$ cat config.mk
export PLATFORM = sky130hd
export DESIGN_NAME = ctrl_word_exec
export DESIGN_NICKNAME = d
export VERILOG_FILES = /design/src/rtl/ctrl_word_pkg.sv /design/src/rtl/ctrl_word_exec_alu16.sv /design/src/rtl/ctrl_word_exec.sv
export SDC_FILE = /design/constraint.sdc
export NUM_CORES = 1
export LEC_CHECK = 0
export CORE_AREA = 2 2 192 194
export CTS_CLUSTER_DIAMETER = 40
export DETAILED_ROUTE_END_ITERATION = 6
export DIE_AREA = 0 0 194 196
export PLACE_DENSITY = 0.8
export SLEW_MARGIN = 40
export SYNTH_ARGS = -nofsm -noshare
export SYNTH_HDL_FRONTEND = slang
export SYNTH_HIERARCHICAL = 1
export SYNTH_SLANG_ARGS = --single-unit
$ cat constraint.sdc
create_clock -name Clock -period 16.2 [get_ports Clock]
set_clock_uncertainty 0.2 [all_clocks]
set_input_delay 3.24 -clock Clock [delete_from_list [all_inputs] [get_ports Clock]]
set_output_delay 3.24 -clock Clock [all_outputs]
set_load 0.05 [all_outputs]
$ cat src/rtl/ctrl_word_pkg.sv
// ---------------------------------------------------------------------------
// ctrl_word_pkg : shared types and encodings for the control-word interface
// Revision      : 1.0
// ---------------------------------------------------------------------------
`default_nettype none

package ctrl_word_pkg;

  localparam int CW_DATA_W = 16;
  localparam int CW_SEL_W  = 4;
  localparam int FLAGS_W   = 5;

  localparam logic [7:0] OP_AND = 8'h01;
  localparam logic [7:0] OP_OR  = 8'h02;
  localparam logic [7:0] OP_XOR = 8'h03;
  localparam logic [7:0] OP_ADD = 8'h05;
  localparam logic [7:0] OP_SUB = 8'h09;
  localparam logic [7:0] OP_CMP = 8'h0B;
  localparam logic [7:0] OP_MOV = 8'h0D;
  localparam logic [7:0] OP_LSH = 8'h84;
  localparam logic [7:0] OP_RSH = 8'h85;

  localparam logic [1:0] MUX_IMM  = 2'd0;
  localparam logic [1:0] MUX_REGA = 2'd1;
  localparam logic [1:0] MUX_REGB = 2'd2;
  localparam logic [1:0] MUX_ZERO = 2'd3;

  // PSR layout {C,L,F,Z,N}
  localparam int FLAG_N = 0;
  localparam int FLAG_Z = 1;
  localparam int FLAG_F = 2;
  localparam int FLAG_L = 3;
  localparam int FLAG_C = 4;

  typedef enum logic [1:0] {
    ST_IDLE = 2'd0,
    ST_READ = 2'd1,
    ST_EXEC = 2'd2,
    ST_RESP = 2'd3
  } state_e;

  typedef struct packed {
    logic [CW_SEL_W-1:0]  sel_a;
    logic [CW_SEL_W-1:0]  sel_b;
    logic [CW_SEL_W-1:0]  sel_in;
    logic [CW_DATA_W-1:0] imm;
    logic [1:0]           mux_sel;
    logic [7:0]           opcode;
    logic                 we;
  } ctrl_word_t;

endpackage

`default_nettype wire

$ cat src/rtl/ctrl_word_exec_alu16.sv
// ---------------------------------------------------------------------------
// alu16    : combinational ALU, R = B op M, with PSR update
// Revision : 1.0
// ---------------------------------------------------------------------------
`default_nettype none

module alu16
  import ctrl_word_pkg::*;
(
  input  logic [15:0]        m_i,
  input  logic [15:0]        b_i,
  input  logic [7:0]         op_i,
  input  logic [FLAGS_W-1:0] flags_i,
  output logic [15:0]        r_o,
  output logic [FLAGS_W-1:0] flags_o,
  output logic               wr_o,
  output logic               err_o
);

  logic [16:0] sum_w;
  logic [16:0] diff_w;
  logic        set_zn_w;

  // Bit 16 of the difference is the unsigned borrow (B < M).
  assign sum_w  = {1'b0, b_i} + {1'b0, m_i};
  assign diff_w = {1'b0, b_i} - {1'b0, m_i};

  always_comb begin
    r_o      = '0;
    flags_o  = flags_i;
    wr_o     = 1'b1;
    err_o    = 1'b0;
    set_zn_w = 1'b1;
    case (op_i)
      OP_ADD: begin
        r_o             = sum_w[15:0];
        flags_o[FLAG_C] = sum_w[16];
        flags_o[FLAG_F] = (b_i[15] == m_i[15]) && (sum_w[15] != b_i[15]);
      end
      OP_SUB: begin
        r_o             = diff_w[15:0];
        flags_o[FLAG_C] = diff_w[16];
        flags_o[FLAG_F] = (b_i[15] != m_i[15]) && (diff_w[15] != b_i[15]);
      end
      OP_CMP: begin
        wr_o            = 1'b0;
        set_zn_w        = 1'b0;
        flags_o[FLAG_Z] = (b_i == m_i);
        flags_o[FLAG_N] = ($signed(b_i) < $signed(m_i));
        flags_o[FLAG_L] = (b_i < m_i);
      end
      OP_AND:  r_o = b_i & m_i;
      OP_OR:   r_o = b_i | m_i;
      OP_XOR:  r_o = b_i ^ m_i;
      OP_MOV:  r_o = m_i;
      OP_LSH:  r_o = b_i << m_i[3:0];
      OP_RSH:  r_o = b_i >> m_i[3:0];
      default: begin
        wr_o     = 1'b0;
        err_o    = 1'b1;
        set_zn_w = 1'b0;
      end
    endcase
    if (set_zn_w) begin
      flags_o[FLAG_Z] = (r_o == '0);
      flags_o[FLAG_N] = r_o[15];
    end
  end

endmodule

`default_nettype wire

$ cat src/rtl/ctrl_word_exec.sv
// ---------------------------------------------------------------------------
// ctrl_word_exec : control-word execution engine (regfile + ALU + handshakes)
// Revision       : 1.0
// ---------------------------------------------------------------------------
`default_nettype none

module ctrl_word_exec
  import ctrl_word_pkg::*;
#(
  parameter int DATA_W = CW_DATA_W,
  parameter int NREGS  = 16
) (
  input  logic                     Clock,
  input  logic                     Reset,
  input  logic                     CmdValid,
  output logic                     CmdReady,
  input  logic [$clog2(NREGS)-1:0] SelectA,
  input  logic [$clog2(NREGS)-1:0] SelectB,
  input  logic [$clog2(NREGS)-1:0] SelectIn,
  input  logic [DATA_W-1:0]        Immediate,
  input  logic [1:0]               MuxSelect,
  input  logic [7:0]               OpCode,
  input  logic                     WriteEnable,
  output logic                     RspValid,
  input  logic                     RspReady,
  output logic [DATA_W-1:0]        Result,
  output logic [FLAGS_W-1:0]       Flags,
  output logic                     OpError
);

  state_e               state_q, state_d;
  ctrl_word_t           cmd_q;
  logic [DATA_W-1:0]    rega_q, regb_q, result_q;
  logic [FLAGS_W-1:0]   flags_q;
  logic                 operr_q;
  logic [DATA_W-1:0]    regs_q [NREGS];

  logic [DATA_W-1:0]    mux_w, alu_r_w;
  logic [FLAGS_W-1:0]   alu_flags_w;
  logic                 alu_wr_w, alu_err_w;

  always_comb begin
    state_d = state_q;
    case (state_q)
      ST_IDLE: if (CmdValid) state_d = ST_READ;
      ST_READ: state_d = ST_EXEC;
      ST_EXEC: state_d = ST_RESP;
      ST_RESP: if (RspReady) state_d = ST_IDLE;
      default: state_d = ST_IDLE;
    endcase
  end

  always_comb begin
    mux_w = '0;
    case (cmd_q.mux_sel)
      MUX_IMM:  mux_w = cmd_q.imm;
      MUX_REGA: mux_w = rega_q;
      MUX_REGB: mux_w = regb_q;
      MUX_ZERO: mux_w = '0;
      default:  mux_w = '0;
    endcase
  end

  alu16 u_alu (
    .m_i     (mux_w),
    .b_i     (regb_q),
    .op_i    (cmd_q.opcode),
    .flags_i (flags_q),
    .r_o     (alu_r_w),
    .flags_o (alu_flags_w),
    .wr_o    (alu_wr_w),
    .err_o   (alu_err_w)
  );

  // Operands are latched in READ, so a word writing its own source reads the old value.
  always_ff @(posedge Clock or posedge Reset) begin
    if (Reset) begin
      state_q  <= ST_IDLE;
      cmd_q    <= '0;
      rega_q   <= '0;
      regb_q   <= '0;
      result_q <= '0;
      flags_q  <= '0;
      operr_q  <= 1'b0;
      for (int i = 0; i < NREGS; i++) regs_q[i] <= '0;
    end else begin
      state_q <= state_d;
      if (state_q == ST_IDLE && CmdValid) begin
        cmd_q <= '{sel_a: SelectA, sel_b: SelectB, sel_in: SelectIn, imm: Immediate,
                   mux_sel: MuxSelect, opcode: OpCode, we: WriteEnable};
      end
      if (state_q == ST_READ) begin
        rega_q <= regs_q[cmd_q.sel_a];
        regb_q <= regs_q[cmd_q.sel_b];
      end
      if (state_q == ST_EXEC) begin
        result_q <= alu_r_w;
        flags_q  <= alu_flags_w;
        operr_q  <= alu_err_w;
        if (cmd_q.we && alu_wr_w) regs_q[cmd_q.sel_in] <= alu_r_w;
      end
    end
  end

  assign CmdReady = (state_q == ST_IDLE);
  assign RspValid = (state_q == ST_RESP);
  assign Result   = result_q;
  assign Flags    = flags_q;
  assign OpError  = operr_q;

endmodule

`default_nettype wire

=== Yosys cells after proc, flatten, opt, wreduce, memory -nomap -nowiden ===
Cells that the tools add are included.

* Word-level logic and storage cells: 106
* Output and inout port bits: 24
* Bits of input ports: 43
* Register bits after elaboration: 351

* Add/subtract/negate cells: 2
* Reduce and logical (&&, ||, !) cells: 17
* Equality and inequality tests: 22
* Shift operators: 2
* Bitwise operators: 6
* Order comparisons: 6
* Muxes and demuxes: 20

{| class="wikitable"
|+ Operators by type and width
! cell !! count
|-
| bitwise mux 256 bit || 1
|-
| binary-select mux 16 bit (select 4 bit) || 2
|-
| case mux 16 bit (8 select lines) || 1
|-
| two-way mux 16 bit || 5
|-
| demux 16 bit (select 4 bit) || 1
|-
| case mux 16 bit (4 select lines) || 1
|-
| less-than comparator 16 bit || 2
|-
| equality test 8 x 4 -> 1 bit, second input constant || 3
|-
| adder 16 x 16 -> 17 bit || 1
|-
| subtractor 16 x 16 -> 17 bit || 1
|-
| bitwise AND 16 bit || 1
|-
| equality test 16 bit || 1
|-
| equality test 8 x 2 -> 1 bit, second input constant || 2
|-
| equality test 8 bit, second input constant || 2
|-
| zero test 16 bit || 1
|-
| OR 16 bit || 1
|-
| << shifter 16 x 4 -> 16 bit || 1
|-
| >> shifter 16 x 4 -> 16 bit || 1
|-
| XOR 16 bit || 1
|-
| >= comparator 5 bit, second input constant || 3
|-
| inverter 4 -> 5 bit || 3
|-
| AND reduction 2 bit || 5
|-
| OR reduction 9 bit || 1
|-
| equality test 2 bit, second input constant || 4
|-
| 16 further kinds || 30
|}

=== Longest topological paths before layout ===
* Word-level depth: 6
* Mapped depth: 21
* Gate-level depth less buffers: 16

=== Hierarchy ===
The synthesis kept the hierarchy.

{| class="wikitable"
|+ Modules (own cells, without submodules)
! module !! area each (µm²) !! cells an instance !! instances
|-
| ctrl_word_exec || 17677.0 || 1121 || 1
|-
| alu16 || 4664.5 || 634 || 1
|}

=== Worst setup path before layout ===
No wires, ideal clock.

* Kind: register to register
* Start: register cmd_q[9] in the netlist's numbering
* End: register flags_q[1] (netlist: Flags[1])
* Path slack: 11513 ps
* Stages on the path, launching flop included: 19
* Period minus slack after synthesis: 4687 ps
* Data required time: 15933 ps
* Arrival: 4420 ps
* Path through: dfrtp_1 > buf_2 > nor2b_1 > clkbuf_1 > clkbuf_1 > nand2_1 > o21ai_0 > inv_1 > ha_1 > o21bai_1 > a211oi_1 > a2111o_1 > a21oi_1 > o32ai_1 > a211o_1 > o22ai_1 > or4b_2 > o21ai_1 > mux2_2

* Cells in the longest elaborated chain, start to end: 6

{| class="wikitable"
|+ Ends and longest elaborated chain
! item !! RTL line !! source
|-
| start, declared || ctrl_word_exec.sv:32 || <nowiki>ctrl_word_t cmd_q;</nowiki>
|-
| start signal, assigned || ctrl_word_exec.sv:89 || <nowiki>cmd_q <= '{sel_a: SelectA, sel_b: SelectB, sel_in: SelectIn, imm: Immediate,</nowiki>
|-
| equality test 2 bit (tied with other cells) || ctrl_word_exec.sv:55 || <nowiki>case (cmd_q.mux_sel)</nowiki>
|-
| case mux 16 bit (4 select lines) (*) || ctrl_word_exec.sv:55 ||
|-
| via mux_w[1] || ctrl_word_exec.sv:38 || <nowiki>logic [DATA_W-1:0] mux_w, alu_r_w;</nowiki>
|-
| subtractor 16 x 16 -> 17 bit (tied with other cells) || ctrl_word_exec_alu16.sv:26 || <nowiki>assign diff_w = {1'b0, b_i} - {1'b0, m_i};</nowiki>
|-
| case mux 16 bit (8 select lines) || ctrl_word_exec_alu16.sv:34 || <nowiki>case (op_i)</nowiki>
|-
| zero test 16 bit || ctrl_word_exec_alu16.sv:65 || <nowiki>flags_o[FLAG_Z] = (r_o == '0);</nowiki>
|-
| two-way mux 2 bit (*) || ctrl_word_exec_alu16.sv:64 || <nowiki>if (set_zn_w) begin</nowiki>
|-
| via alu_flags_w[1] || ctrl_word_exec.sv:39 || <nowiki>logic [FLAGS_W-1:0] alu_flags_w;</nowiki>
|-
| end signal, assigned || ctrl_word_exec.sv:98 || <nowiki>flags_q <= alu_flags_w;</nowiki>
|-
| end, declared || ctrl_word_exec.sv:34 || <nowiki>logic [FLAGS_W-1:0] flags_q;</nowiki>
|}

The timed path passes the listed nets; every way through them passes the cells marked *. The select of a mux whose other input is x is not followed.
A chain may end at the register's enable or synchronous reset.

=== Worst setup path in the final report ===
* Start: register cmd_q[10] in the netlist's numbering
* End: register flags_q[1] (netlist: Flags[1])

* Cells in the longest elaborated chain, start to end: 6

{| class="wikitable"
|+ Ends and longest elaborated chain
! item !! RTL line
|-
| equality test 2 bit (tied with other cells) || ctrl_word_exec.sv:55
|-
| case mux 16 bit (4 select lines) (*) || ctrl_word_exec.sv:55
|-
| via mux_w[0] || ctrl_word_exec.sv:38
|-
| subtractor 16 x 16 -> 17 bit (tied with other cells) || ctrl_word_exec_alu16.sv:26
|-
| case mux 16 bit (8 select lines) (*) || ctrl_word_exec_alu16.sv:34
|-
| via alu_r_w[1] || ctrl_word_exec.sv:38
|-
| zero test 16 bit (*) || ctrl_word_exec_alu16.sv:65
|-
| two-way mux 2 bit (*) || ctrl_word_exec_alu16.sv:64
|-
| via alu_flags_w[1] || ctrl_word_exec.sv:39
|}

Marked as above.

==> results.tsv <==
stage	metric	value	unit
status	status	finished clean	
final_layout	most common cell after layout, fill and taps aside	dfrtp_1	
setup_path	crit path DAT	6.36	ns
yosys	Cell Area, Synth	22300	µm²
timing	RSZ-0062 raised after global routing	no	
final_layout	most frequent cells in the layout	dfrtp_1 (343), mux2_2 (299), mux4_2 (147)	
floorplan	# IOs	67	
yosys	register area share after synthesis	39.3	%
clock_network	Worst-Skew Late Latency	0.61	ns
setup_path	CP max FO	36	
final_layout	final instance area	24900	µm²
floorplan	Die X	194	µm
setup_path	CP Class	reg -> reg	
clock_network	CTS Hold Buffers Added	0	
clock_network	TritonCTS Buffers	50	
setup_path	Required @ worst endpoint	16.53	ns
clock_network	CTS tree	built	
power_and_ir_drop	P_leak	11.1	nW
final_layout	Finished Layout Cells	2273	
timing	Final Hold Fails	0	
timing	post-route setup TNS	0	ns
final_layout	layout cells sized above 1	36.3	%
floorplan	Die Ht	196	µm
floorplan	Starting Density	61.9	%
place	Port Buffer Count	66	
final_layout	Final #Nets	1865	
route	# DRC	0	
route	DR WL/cell	30.7	µm
setup_path	Crit. End Element	flop	
power_and_ir_drop	Tot Pwr	5.26	mW
route	DRT Pass-1 Iters	6	
grt	gr ovfl total	0	
place	DP HPWL	44.5	mm
timing	crit path time final	6.03	ns
yosys	Yosys cell types	95	
clock_network	CTS root buffer	clkbuf_16	
route	Iteration-0 DRC Markers	1840	
grt	first-pass GRT wire length	105	mm
place	Placed Area	23100	µm²
final_layout	Area Overhead vs Synth	11.5	%
clock_network	CTS sink cnt	351	
power_and_ir_drop	PwrDens	211	nW/µm²
min_path	Hold WC Path Type	reg -> reg	
yosys	ys async rst share	100	%
timing	Final period util	37.2	%
place	RD Place Congestion	1.06	
run	Max-Cap Viols	0	
route	Vias per Instance	7.25	
grt	aggregate global-route resource usage	37.0	%
timing	Worst-Margin Slew	0.902	ns
clock_network	PostCTS Resize Cnt	0	
floorplan	core area	36100	µm²
timing	Final Setup Violations	0	
yosys	Post-synth EDFFs	0	
yosys	FF+latch count, synth	351	
route	routed vias	16500	
power_and_ir_drop	worst vdd ir	0.000223	V
route	final WL	69.8	mm
clock_network	CTS clk-pin slew, worst paths	0.06	ns
place	Placed Cells	2179	
yosys	top_reg_cell synth	dfrtp_1	
yosys	Synth Instances	1755	
floorplan	die area	38000	µm²
grt	largest net degree at the start of global routing	136	
clock_network	post-CTS setup buffers	0	
timing	Slew Viols, Final	0	
floorplan	row count	70	
setup_path	Startpoint Class	flop	
yosys	syn_nets	1856	
timing	Hold Slack	0.305	ns
yosys	average size of a mapped cell	12.7	µm²
clock_network	htree depth	2	
grt	initial antenna violation count	2	
clock_network	Max clock buf depth	3	
grt	vias in the first global route	17100	
route	post-route ant nets	0	
yosys	synth warn	6	
timing	fmax	166	MHz
timing	slew margin rel.	39.7	%
[cell usage after synthesis, types with 8 or more instances]
cell type	number	area, µm²
inv_1	55	206
mux2_4	21	315
nand3_1	22	110
a211oi_1	11	82.6
mux4_2	147	3310
mux2_2	299	3370
nand2_1	63	236
a21oi_1	41	205
nor2_1	94	353
nor3_1	10	50.1
dfrtp_1	351	8780
nor2b_1	9	56.3
a211o_1	8	70.1
clkbuf_1	63	236
ha_1	56	701
nor4_1	9	56.3
a22oi_1	12	90.1
o211ai_1	13	97.6
a221oi_1	39	342
mux2i_1	71	711
buf_4	26	195
buf_2	29	145
nand2b_1	14	87.6
o22ai_1	46	288
buf_6	21	236
o21ai_0	50	250
[flip-flops by register name, indices dropped and copies added, names as in the netlist]
name / count
rega_q: 16
cmd_q: 39
OpError: 1
regs_q: 256
Flags: 5
state_q: 2
Result: 16
regb_q: 16
[cell type report]
| type | count | area [µm²] |
|---|---|---|
| clock buffer | 64 | 1370 |
| clock inverter | 28 | 400 |
| antenna | 1 | 2.50 |
| tap | 468 | 586 |
| multi-input combinational | 1197 | 12500 |
| timing repair buffer | 107 | 1020 |
| fill | 2494 | 11200 |
| inverter | 57 | 226 |
| sequential | 351 | 8800 |
[path summary, 6_finish.rpt]
kind | from | slack (ns) | depth (start not counted) | end
min in group asynchronous | Reset | 2.98 | 2 | cmd_q[5]
worst max-delay path | cmd_q[10] | 10.17 | 18 | Flags[1]
worst max register to register | cmd_q[10] | 10.17 | 18 | Flags[1]
worst min-delay path | cmd_q[13] | 0.30 | 1 | cmd_q[13]
max in group asynchronous | Reset | 11.55 | 3 | regs_q[88]
worst min register to register | cmd_q[13] | 0.30 | 1 | cmd_q[13]
[power by group]
| group | leakage (nW) | internal [mW] | switching, mW | total (mW) |
|---|---|---|---|---|
| Sequential | 4.72 | 1.01 | 0.269 | 1.28 |
| Clock | 0.849 | 0.695 | 0.444 | 1.14 |
| Combinational | 5.56 | 1.07 | 1.77 | 2.84 |
[kinds of logic after synthesis]
family	share of synthesized area [%]
adder cells (fa/ha/maj)	3.32
XOR/XNOR	0.392
multiplexers	35.4
AND/OR/NAND/NOR	7.63
buffers and inverters	5.07
flip-flops	39.3
AO/OA/AOI/OAI	8.86
[layer usage]
metal / share of wire [%] / vias up / global-route usage [%]
li1: - / 6753 / -
met1: 37 / 8423 / 45.7
met2: 47 / 1012 / 59.0
met3: 9.0 / 302 / 8.30
met4: 6.9 / 0 / 24.2
met5: 0 / - / 0
[through the flow]
step	setup slack, ns	util (%)
6_report	10.17	69.0
4_1_cts	10.23	68.9
2_1_floorplan	3.02	-
3_3_place_gp	10.38	63.8
3_5_place_dp	10.25	64.0
5_1_grt	9.72	69.0
[critical path, cell delays in order, from the launching register on]
cell and delay [ns]:
dfrtp_1 0.71, nor2b_1 0.44, buf_4 0.25, nand2_1 0.08, o21ai_2 0.09, buf_4 0.41, ha_1 0.27, inv_1 0.08
fa_1 0.48, nor2_1 0.04, o2111a_1 0.24, a221oi_1 0.25, nand4_1 0.69, nor2_1 0.29, nand4bb_1 0.17, or4_1 0.48
or4b_1 0.51, o21ai_1 0.12, mux2_2 0.15
Note: power is estimated with default switching activity, not from simulation.
